## src/rtl/dotp_arbiter_if.sv

```systemverilog
// Bundles the requester, engine and response channels of the dot-product arbiter.
// Ports (signals):
//   req, req_a, req_b       requester levels and packed operand vectors
//   gnt                     one-hot accept pulse back to the requesters
//   eng_mem1/2, eng_start   operands and start strobe to the engine
//   eng_result, eng_done    result and completion strobe from the engine
//   rsp_*                   valid/ready response channel
//   busy                    arbiter is outside IDLE
// Modports: slave = arbiter view, master = requester/engine/consumer view.
interface dotp_arbiter_if #(
    parameter int unsigned NUM_REQ      = 4,
    parameter int unsigned ID_WIDTH     = 2,
    parameter int unsigned DATA_WIDTH   = 32,
    parameter int unsigned RESULT_WIDTH = 16
);
    logic [NUM_REQ-1:0]            req;
    logic [NUM_REQ*DATA_WIDTH-1:0] req_a;
    logic [NUM_REQ*DATA_WIDTH-1:0] req_b;
    logic [NUM_REQ-1:0]            gnt;
    logic [DATA_WIDTH-1:0]         eng_mem1;
    logic [DATA_WIDTH-1:0]         eng_mem2;
    logic                          eng_start;
    logic [RESULT_WIDTH-1:0]       eng_result;
    logic                          eng_done;
    logic                          rsp_valid;
    logic                          rsp_ready;
    logic [ID_WIDTH-1:0]           rsp_id;
    logic [RESULT_WIDTH-1:0]       rsp_result;
    logic                          rsp_err;
    logic                          busy;

    modport slave (
        input  req, req_a, req_b, eng_result, eng_done, rsp_ready,
        output gnt, eng_mem1, eng_mem2, eng_start,
               rsp_valid, rsp_id, rsp_result, rsp_err, busy
    );

    modport master (
        output req, req_a, req_b, eng_result, eng_done, rsp_ready,
        input  gnt, eng_mem1, eng_mem2, eng_start,
               rsp_valid, rsp_id, rsp_result, rsp_err, busy
    );
endinterface

```

## src/rtl/dotp_arbiter.sv

```systemverilog
// Round-robin scheduler sharing one dot-product engine among NUM_REQ requesters.
// One transaction at a time: grant, latch operands, pulse engine start, wait for
// done, return the result tagged with the requester id over valid/ready.
// Ports:
//   clk   clock, all logic on posedge
//   rst   asynchronous active-high reset
//   bus   dotp_arbiter_if.slave (requesters, engine, response channel, busy)
// Optional build macro DOTP_ARB_TIMEOUT_EN: adds a WAIT-state watchdog of
// TIMEOUT_CYCLES cycles that returns rsp_err=1 / rsp_result=0 on expiry.
// Without it rsp_err is constant 0 and WAIT lasts until eng_done or reset.
module dotp_arbiter #(
    parameter int unsigned NUM_REQ      = 4,
    parameter int unsigned ID_WIDTH     = 2,
    parameter int unsigned DATA_WIDTH   = 32,
    parameter int unsigned RESULT_WIDTH = 16
`ifdef DOTP_ARB_TIMEOUT_EN
    ,
    parameter int unsigned TIMEOUT_CYCLES = 64
`endif
) (
    input logic           clk,
    input logic           rst,
    dotp_arbiter_if.slave bus
);

    localparam int unsigned IDX_W = (NUM_REQ > 1) ? $clog2(NUM_REQ) : 1;
`ifdef DOTP_ARB_TIMEOUT_EN
    localparam int unsigned CNT_W = (TIMEOUT_CYCLES > 1) ? $clog2(TIMEOUT_CYCLES) : 1;
`endif

    typedef enum logic [1:0] {
        IDLE  = 2'd0,
        ISSUE = 2'd1,
        WAIT  = 2'd2,
        RESP  = 2'd3
    } state_t;

    state_t                  state_q, state_d;
    logic [IDX_W-1:0]        rr_ptr_q, rr_ptr_d;
    logic [NUM_REQ-1:0]      gnt_q, gnt_d;
    logic [DATA_WIDTH-1:0]   mem1_q, mem1_d;
    logic [DATA_WIDTH-1:0]   mem2_q, mem2_d;
    logic                    start_q, start_d;
    logic                    rsp_valid_q, rsp_valid_d;
    logic [ID_WIDTH-1:0]     rsp_id_q, rsp_id_d;
    logic [RESULT_WIDTH-1:0] rsp_result_q, rsp_result_d;
    logic                    busy_q, busy_d;
`ifdef DOTP_ARB_TIMEOUT_EN
    logic                    rsp_err_q, rsp_err_d;
    logic [CNT_W-1:0]        cnt_q, cnt_d;
`endif

    logic [IDX_W-1:0]        sel_idx;
    logic [IDX_W-1:0]        cand;
    logic                    found;
    logic                    any_req;

    // Modular increment of a requester index by an offset, wrapping at NUM_REQ.
    function automatic logic [IDX_W-1:0] wrap_add(input logic [IDX_W-1:0] base,
                                                 input int unsigned     off);
        int unsigned s;
        s = 32'(base) + off;
        if (s >= NUM_REQ) begin
            s = s - NUM_REQ;
        end
        return IDX_W'(s);
    endfunction

    // Per-requester operand views of the packed request buses.
    logic [DATA_WIDTH-1:0] op_a [NUM_REQ];
    logic [DATA_WIDTH-1:0] op_b [NUM_REQ];

    for (genvar g = 0; g < NUM_REQ; g++) begin : g_slice
        assign op_a[g] = bus.req_a[g*DATA_WIDTH +: DATA_WIDTH];
        assign op_b[g] = bus.req_b[g*DATA_WIDTH +: DATA_WIDTH];
    end

    // First active request at or above rr_ptr, wrapping around.
    always_comb begin : rr_pick
        sel_idx = '0;
        cand    = '0;
        found   = 1'b0;
        for (int unsigned k = 0; k < NUM_REQ; k++) begin
            cand = wrap_add(rr_ptr_q, k);
            if (!found && bus.req[cand]) begin
                sel_idx = cand;
                found   = 1'b1;
            end
        end
    end

    assign any_req = |bus.req;

    // State and registered outputs.
    always_ff @(posedge clk or posedge rst) begin
        if (rst) begin
            state_q      <= IDLE;
            rr_ptr_q     <= '0;
            gnt_q        <= '0;
            mem1_q       <= '0;
            mem2_q       <= '0;
            start_q      <= 1'b0;
            rsp_valid_q  <= 1'b0;
            rsp_id_q     <= '0;
            rsp_result_q <= '0;
            busy_q       <= 1'b0;
`ifdef DOTP_ARB_TIMEOUT_EN
            rsp_err_q    <= 1'b0;
            cnt_q        <= '0;
`endif
        end else begin
            state_q      <= state_d;
            rr_ptr_q     <= rr_ptr_d;
            gnt_q        <= gnt_d;
            mem1_q       <= mem1_d;
            mem2_q       <= mem2_d;
            start_q      <= start_d;
            rsp_valid_q  <= rsp_valid_d;
            rsp_id_q     <= rsp_id_d;
            rsp_result_q <= rsp_result_d;
            busy_q       <= busy_d;
`ifdef DOTP_ARB_TIMEOUT_EN
            rsp_err_q    <= rsp_err_d;
            cnt_q        <= cnt_d;
`endif
        end
    end

    // Next state and next registered-output values.
    always_comb begin : fsm_next
        state_d      = state_q;
        rr_ptr_d     = rr_ptr_q;
        gnt_d        = '0;
        start_d      = 1'b0;
        mem1_d       = mem1_q;
        mem2_d       = mem2_q;
        rsp_valid_d  = rsp_valid_q;
        rsp_id_d     = rsp_id_q;
        rsp_result_d = rsp_result_q;
`ifdef DOTP_ARB_TIMEOUT_EN
        rsp_err_d    = rsp_err_q;
        cnt_d        = cnt_q;
`endif

        case (state_q)
            IDLE: begin
                if (any_req) begin
                    gnt_d    = NUM_REQ'(1) << sel_idx;
                    mem1_d   = op_a[sel_idx];
                    mem2_d   = op_b[sel_idx];
                    rsp_id_d = ID_WIDTH'(sel_idx);
                    state_d  = ISSUE;
                end
            end
            ISSUE: begin
                // Start becomes visible on the first WAIT cycle.
                start_d = 1'b1;
                state_d = WAIT;
`ifdef DOTP_ARB_TIMEOUT_EN
                cnt_d   = '0;
`endif
            end
            WAIT: begin
                if (bus.eng_done) begin
                    rsp_result_d = bus.eng_result;
                    rsp_valid_d  = 1'b1;
                    state_d      = RESP;
                end
`ifdef DOTP_ARB_TIMEOUT_EN
                else if (cnt_q == CNT_W'(TIMEOUT_CYCLES - 1)) begin
                    rsp_result_d = '0;
                    rsp_valid_d  = 1'b1;
                    rsp_err_d    = 1'b1;
                    state_d      = RESP;
                end else begin
                    cnt_d = cnt_q + CNT_W'(1);
                end
`endif
            end
            RESP: begin
                if (rsp_valid_q && bus.rsp_ready) begin
                    rsp_valid_d = 1'b0;
`ifdef DOTP_ARB_TIMEOUT_EN
                    rsp_err_d   = 1'b0;
`endif
                    rr_ptr_d    = wrap_add(IDX_W'(rsp_id_q), 1);
                    state_d     = IDLE;
                end
            end
            default: begin
                state_d = IDLE;
            end
        endcase

        busy_d = (state_d != IDLE);
    end

    assign bus.gnt        = gnt_q;
    assign bus.eng_mem1   = mem1_q;
    assign bus.eng_mem2   = mem2_q;
    assign bus.eng_start  = start_q;
    assign bus.rsp_valid  = rsp_valid_q;
    assign bus.rsp_id     = rsp_id_q;
    assign bus.rsp_result = rsp_result_q;
    assign bus.busy       = busy_q;
`ifdef DOTP_ARB_TIMEOUT_EN
    assign bus.rsp_err    = rsp_err_q;
`else
    assign bus.rsp_err    = 1'b0;
`endif

endmodule

```

## src/flat_wrapper.sv

```systemverilog
// flat-port wrapper written by rule: the top's interface ports become plain ports
module dotp_arbiter_flat 
#(
    parameter int unsigned NUM_REQ      = 4,
    parameter int unsigned ID_WIDTH     = 2,
    parameter int unsigned DATA_WIDTH   = 32,
    parameter int unsigned RESULT_WIDTH = 16

)
  (clk, rst, bus_req, bus_req_a, bus_req_b, bus_eng_result, bus_eng_done, bus_rsp_ready, bus_gnt, bus_eng_mem1, bus_eng_mem2, bus_eng_start, bus_rsp_valid, bus_rsp_id, bus_rsp_result, bus_rsp_err, bus_busy);
  dotp_arbiter_if #(.NUM_REQ(NUM_REQ), .ID_WIDTH(ID_WIDTH), .DATA_WIDTH(DATA_WIDTH), .RESULT_WIDTH(RESULT_WIDTH)) bus_i ();
  input logic clk;
  input logic rst;
  input wire logic [$bits(bus_i.req)-1:0] bus_req;
  input wire logic [$bits(bus_i.req_a)-1:0] bus_req_a;
  input wire logic [$bits(bus_i.req_b)-1:0] bus_req_b;
  input wire logic [$bits(bus_i.eng_result)-1:0] bus_eng_result;
  input wire logic [$bits(bus_i.eng_done)-1:0] bus_eng_done;
  input wire logic [$bits(bus_i.rsp_ready)-1:0] bus_rsp_ready;
  output wire logic [$bits(bus_i.gnt)-1:0] bus_gnt;
  output wire logic [$bits(bus_i.eng_mem1)-1:0] bus_eng_mem1;
  output wire logic [$bits(bus_i.eng_mem2)-1:0] bus_eng_mem2;
  output wire logic [$bits(bus_i.eng_start)-1:0] bus_eng_start;
  output wire logic [$bits(bus_i.rsp_valid)-1:0] bus_rsp_valid;
  output wire logic [$bits(bus_i.rsp_id)-1:0] bus_rsp_id;
  output wire logic [$bits(bus_i.rsp_result)-1:0] bus_rsp_result;
  output wire logic [$bits(bus_i.rsp_err)-1:0] bus_rsp_err;
  output wire logic [$bits(bus_i.busy)-1:0] bus_busy;
  assign bus_i.req = bus_req;
  assign bus_i.req_a = bus_req_a;
  assign bus_i.req_b = bus_req_b;
  assign bus_i.eng_result = bus_eng_result;
  assign bus_i.eng_done = bus_eng_done;
  assign bus_i.rsp_ready = bus_rsp_ready;
  assign bus_gnt = bus_i.gnt;
  assign bus_eng_mem1 = bus_i.eng_mem1;
  assign bus_eng_mem2 = bus_i.eng_mem2;
  assign bus_eng_start = bus_i.eng_start;
  assign bus_rsp_valid = bus_i.rsp_valid;
  assign bus_rsp_id = bus_i.rsp_id;
  assign bus_rsp_result = bus_i.rsp_result;
  assign bus_rsp_err = bus_i.rsp_err;
  assign bus_busy = bus_i.busy;
  dotp_arbiter #(.NUM_REQ(NUM_REQ), .ID_WIDTH(ID_WIDTH), .DATA_WIDTH(DATA_WIDTH), .RESULT_WIDTH(RESULT_WIDTH)) u_core (.clk(clk), .rst(rst), .bus(bus_i));
endmodule
```

## config.mk

```make
export PLATFORM = sky130hd
export DESIGN_NAME = dotp_arbiter_flat
export DESIGN_NICKNAME = d
export VERILOG_FILES = /design/src/rtl/dotp_arbiter_if.sv /design/src/rtl/dotp_arbiter.sv /design/src/flat_wrapper.sv
export SDC_FILE = /design/constraint.sdc
export NUM_CORES = 1
export LEC_CHECK = 0
export BUFFER_PORTS_ARGS = -buffer_cell sky130_fd_sc_hd__buf_2
export CAP_MARGIN = 15
export CORE_AREA = 2 2 144 146
export DETAILED_ROUTE_END_ITERATION = 10
export DIE_AREA = 0 0 146 148
export GPL_TIMING_DRIVEN = 0
export PLACE_DENSITY = 0.68
export SYNTH_ARGS = -nofsm -noshare
export SYNTH_HDL_FRONTEND = slang
export SYNTH_SLANG_ARGS = --single-unit
```

## constraint.sdc

```tcl
create_clock -name clk -period 3.8 [get_ports clk]
set_input_delay 0.38 -clock clk [delete_from_list [all_inputs] [get_ports clk]]
set_output_delay 0.38 -clock clk [all_outputs]
set_load 0.005 [all_outputs]
```

### Yosys cells after proc, flatten, opt, wreduce, memory -nomap -nowiden

Cells that the tools add are included.

* flip-flop bits (word level): 93
* word-level logic and storage cells: 87

* add/subtract/negate cells: 9
* reductions and logical operators: 15
* bitwise operators: 1
* magnitude comparators: 10
* shifts and indexed selects: 1
* eq/ne operators: 5
* muxes and demuxes: 36

Operators by type and width (count)
* 32-bit binary-select mux with 2-bit select: 2
* 32-bit two-way mux: 4
* 2-bit two-way mux: 12
* 3-bit >= comparator, second input constant: 5
* 2-bit by 3-bit < comparator with 1-bit output, second input constant: 4
* 1-bit two-way mux: 10
* 2-bit by 1-bit subtractor with 2-bit output, second input constant: 5
* 1-bit binary-select mux with 2-bit select: 4
* 4-bit two-way mux: 2
* 2-bit one-hot mux with 4 select lines: 1
* 2-bit by 1-bit adder with 3-bit output, second input constant: 2
* 2-bit by 2-bit adder with 3-bit output, second input constant: 2
* 2-bit AND reduction: 3
* 2-bit == test, second input constant: 2
* 1-bit logical AND: 4
* 2-bit nonzero test: 2
* 4-bit OR reduction: 1
* 1-bit by 2-bit left shift with 4-bit output, first input constant: 1
* 2-bit by 3-bit >= comparator with 1-bit output, second input constant: 1
* 1-bit logical NOT: 3
* 2-bit NOT with 3-bit output: 1
* 3-bit AND reduction: 1
* 2-bit by 1-bit == test with 1-bit output, second input constant: 1
* 2-bit logical NOT: 1
* 3 further kinds: 3

### Longest topological paths before layout

* depth after elaboration: 18
* mapped depth: 8

### Least setup slack after synthesis

Ideal clock, no wire load.

* path kind: in2reg
* from: input port bus_req[0]
* to: register u_core.mem1_q[0] (netlist: u_core.bus.eng_mem1[0])
* setup slack: 2.103 ns
* library setup time: 0.128 ns
* cell stages on the path: 8
* data required time: 3.672 ns
* data arrival time: 1.569 ns
* path through: buf_4 -> nor2b_2 -> nor3_1 -> o22ai_2 -> buf_6 -> buf_4 -> mux2i_1 -> o22ai_1

* longest elaborated chain between the ends: 16
* elaborated cells on any way between the ends: 27
* those cells by class: 18 x mux; 1 x bitwise; 8 x reduce/logical

Ends and longest elaborated chain
* start, declared: line flat_wrapper.sv:14 `input wire logic [$bits(bus_i.req)-1:0] bus_req;`
* 1-bit binary-select mux with 2-bit select: line dotp_arbiter.sv:85 `if (!found && bus.req[cand]) begin`
* 1-bit two-way mux (implied by the code): line dotp_arbiter.sv:85
* 1-bit two-way mux: line dotp_arbiter.sv:85
* 1-bit logical NOT: line dotp_arbiter.sv:85
* 1-bit logical AND: line dotp_arbiter.sv:85
* 1-bit two-way mux: line dotp_arbiter.sv:85
* 1-bit logical NOT: line dotp_arbiter.sv:85
* 1-bit logical AND: line dotp_arbiter.sv:85
* 1-bit two-way mux: line dotp_arbiter.sv:85
* 1-bit logical NOT: line dotp_arbiter.sv:85
* 1-bit logical AND: line dotp_arbiter.sv:85
* 2-bit two-way mux: line dotp_arbiter.sv:85
* 2-bit NOT with 3-bit output (implied by the code): line dotp_arbiter.sv:149 `mem1_d = op_a[sel_idx];`
* 32-bit binary-select mux with 2-bit select: line dotp_arbiter.sv:149
* 32-bit two-way mux (implied by the code) (2 in series): line dotp_arbiter.sv:149
* end signal, assigned: line dotp_arbiter.sv:115 `mem1_q <= mem1_d;`
* end, declared: line dotp_arbiter.sv:41 `logic [DATA_WIDTH-1:0] mem1_q, mem1_d;`

Parallel ways exist; a longest one is shown, timed or not. The select of a mux whose other input is x is not followed.
A chain may end at the register's enable or synchronous reset.

### Final worst setup path

* from: register u_core.state_q[1]
* to: register u_core.mem1_q[16] (netlist: u_core.bus.eng_mem1[16])

* longest elaborated chain between the ends: 2

Ends and longest elaborated chain
* start, declared: line dotp_arbiter.sv:38 `state_t state_q, state_d;`
* start signal, assigned: line dotp_arbiter.sv:112 `state_q <= state_d;`
* 2-bit logical NOT: line dotp_arbiter.sv:145 `case (state_q)`
* 2-bit AND reduction (no source line)

Every way passes these cells.

==> summary.txt <==
Outcome
  • Outcome: finished clean

Synth
  • Top-count cell post-synth: dfrtp_1
  • Cell taking the most area after synthesis: dfrtp_1
  • Synth cell count leaders: 93 x dfrtp_1, 72 x o21ai_0, 64 x mux2i_1, 50 x nor2_1
  • YS warnings: 0
  • Cell Area, Synth: 0.00545 mm^2
  • Seq/Total Area, Yosys: 42.7%
  • Post-synth cell types: 39
  • Cells after synthesis: roughly 560
  • Mean Syn Cell Area: a little under 10 um^2
  • Synth top area cells: dfrtp_1 43%, mux2i_1 12%, a221oi_1 7.7%
  • EDFF count, synth: 0
  • Synthesized flop and latch total: 93
  • Synth top area share: around 43%
  • Post-Syn Nets: 838
  • Async SR Flop Fraction: 100%
  • Dominant synthesized flop cell: dfrtp_1

Clocking
  • Root Buffer: clkbuf_16
  • Worst-path clk slew: roughly 80 ps
  • CTS Sinks: 93
  • TritonCTS buffer count: 9
  • Setup Fix Bufs, Post-CTS: 0
  • TritonCTS clock tree: yes
  • Worst-Skew Late Latency: ~350 ps
  • Max H-tree Level: 3
  • # resized after CTS: 0
  • CTS Hold Bufs: 0
  • Max Root-Sink Buffers: 2

Final layout
  • Share of layout cells above drive strength 1: 46.7%
  • Area grow syn2layout: 45.6%
  • N_diodes: 0
  • Post-layout util: 39.6%
  • Final #Nets: 1215

Die
  • # IOs: 370
  • Die area: ~0.022 mm^2
  • Core area: 0.0200 mm^2
  • Chip width: 146 um
  • Die H: between 100 and 150 um
  • Starting density of the core: 27.2%
  • Placement Rows: 52

GRT
  • Vias in the first global route: 6099
  • Total GRT Usage: 19.7%
  • First-pass GRT wire length: between 30 and 40 mm
  • Initial antenna violation count: 0
  • Pin count of the biggest net entering global routing: between 50 and 60
  • GRT overflow: 0

STA
  • Slew Limit Fails: 0
  • Unrepaired setup endpoints after global routing: no
  • Minimum clock period after layout: 2340 ps
  • Final worst slack: 1460 ps
  • Final Hold Viols: 0
  • Tightest Pin Transition: 668 ps
  • Final period util: 61.5%
  • Slew HR: between 50% and 60%
  • Max Freq: roughly 430 MHz
  • Post-Route Skew: between 10 and 15 ps
  • Final-report setup violation count: 0

Drt
  • Drt total wl: ~22 mm
  • Iteration-0 DRC count of the detailed router: 344
  • Post-DRT Antenna Nets: 0
  • DRC violations left: 0
  • DR pass1 iterations: 4
  • Via count: 6143
  • Average via count per standard cell: 5.08
  • Average wire per cell in the routed design: ~18 um

Setup path
  • Critical Path End: u_core.bus.eng_mem1[16]$_DFFE_PP0P_
  • WP data arrival: 2590 ps
  • Beginning of the worst register-to-register path: u_core.state_q[1]$_DFF_PP0_
  • Critical Path RT: about 4100 ps
  • WS Path Type: reg -> reg
  • Crit. Startpoint: u_core.state_q[1]$_DFF_PP0_
  • Crit. End Element: flop
  • Setup crit start kind: flop
  • CP Max Fanout: 10
  • Crit Reg-Reg Endpoint: u_core.bus.eng_mem1[16]$_DFFE_PP0P_
  • R2R cell count: 6
  • R2R setup slack: 1460 ps

Hold path
  • Type of the most critical hold path: in -> async

Placed design
  • # port buffers: approximately 370
  • Placer Congestion: 0.864
  • Post-DP HPWL: 17.6 mm
  • Worst slack, placed: 1250 ps

Power and ir drop
  • Worst vdd ir: approximately 0.00031 V
  • Leakage power: about 0.0038 uW
  • Pwr per Cell Area: 652 mW/mm^2

Run
  • Max cap viols: 0
## flip-flops by register name, summed over array words and instances (netlist names)
register / count
u_core.bus.busy: 1
u_core.bus.eng_mem1: 32
u_core.bus.eng_mem2: 32
u_core.bus.eng_start: 1
u_core.bus.gnt: 4
u_core.bus.rsp_id: 2
u_core.bus.rsp_result: 16
u_core.bus.rsp_valid: 1
u_core.rr_ptr_q: 2
u_core.state_q: 2
## kinds of logic after synthesis
kind of cell	after synthesis	synth area share [%]
AO/OA/AOI/OAI	229	28.6
AND/OR/NAND/NOR	94	7.78
flip-flops	93	42.7
multiplexers	80	15.1
buffers and inverters	60	5.60
XOR/XNOR	1	0.161
other	1	0.0688
## placed cells by master, fill, tap and decap left out, types with 18 or more instances in the layout
cell      count
nand3_1      18
clkbuf_1     22
mux2i_1      64
o22ai_1      48
a221oi_1     48
nor2_1       50
o21ai_0      72
dfrtp_1      93
buf_2       393
## cell type report
class	count	area (um^2)
well taps	270	338
fillers	2105	12100
clock buffers	9	225
repair buffers	366	1850
clock inverters	7	66.3
flip-flops and latches	93	2330
plain buffers	58	298
multi-input cells	405	2820
inverters	2	10.0
## layer usage
metal | vias to the layer above | track usage (%) | routed length [um]
li1 | 2926 | - | -
met1 | 2907 | 24.3 | 9200
met2 | 278 | 35.1 | 11200
met3 | 32 | 4.07 | 1390
met4 | 0 | 5.49 | 497
met5 | - | 0 | 0
## worst min-delay path by stage
stage	startpoint	endpoint	depth (start not counted)
after floorplan	u_core.state_q[1]$_DFF_PP0_	u_core.bus.eng_start$_DFF_PP0_	1
after global placement	u_core.bus.rsp_result[3]$_DFFE_PP0P_	u_core.bus.rsp_result[3]$_DFFE_PP0P_	1
after detailed placement	rst	u_core.bus.eng_mem1[23]$_DFFE_PP0P_	2
after CTS	rst	u_core.bus.eng_mem1[9]$_DFFE_PP0P_	2
after global routing	rst	u_core.bus.eng_mem1[19]$_DFFE_PP0P_	2
final	rst	u_core.bus.eng_mem1[23]$_DFFE_PP0P_	2
## power breakdown
group          switching (uW)  internal [uW]  leakage [uW]
clock network             445            462      0.000144
logic                    1450           1170       0.00265
registers                 271           1380       0.00100
## critical path, stage by stage (launching register included)
cell and delay [ps]:
dfrtp_1 450, nor2_1 150, a21boi_1 580, buf_2 410
clkbuf_1 350, o21ai_0 130, o22ai_1 160
## through the flow
stage          hold WS (ps)  std cells  power, uW  TNS, ps  instance area [um^2]
3_5_place_dp            484       1194       4300        0                  7640
5_1_grt                 132       1210       5570        0                  7940
3_3_place_gp            484       1193       4240   -20310                  7610
2_1_floorplan           482        558       3220        0                  5450
4_1_cts                 117       1210       5230        0                  7940
6_report               92.5       1210       5180        0                  7940
(Power assumes the default switching activity.)
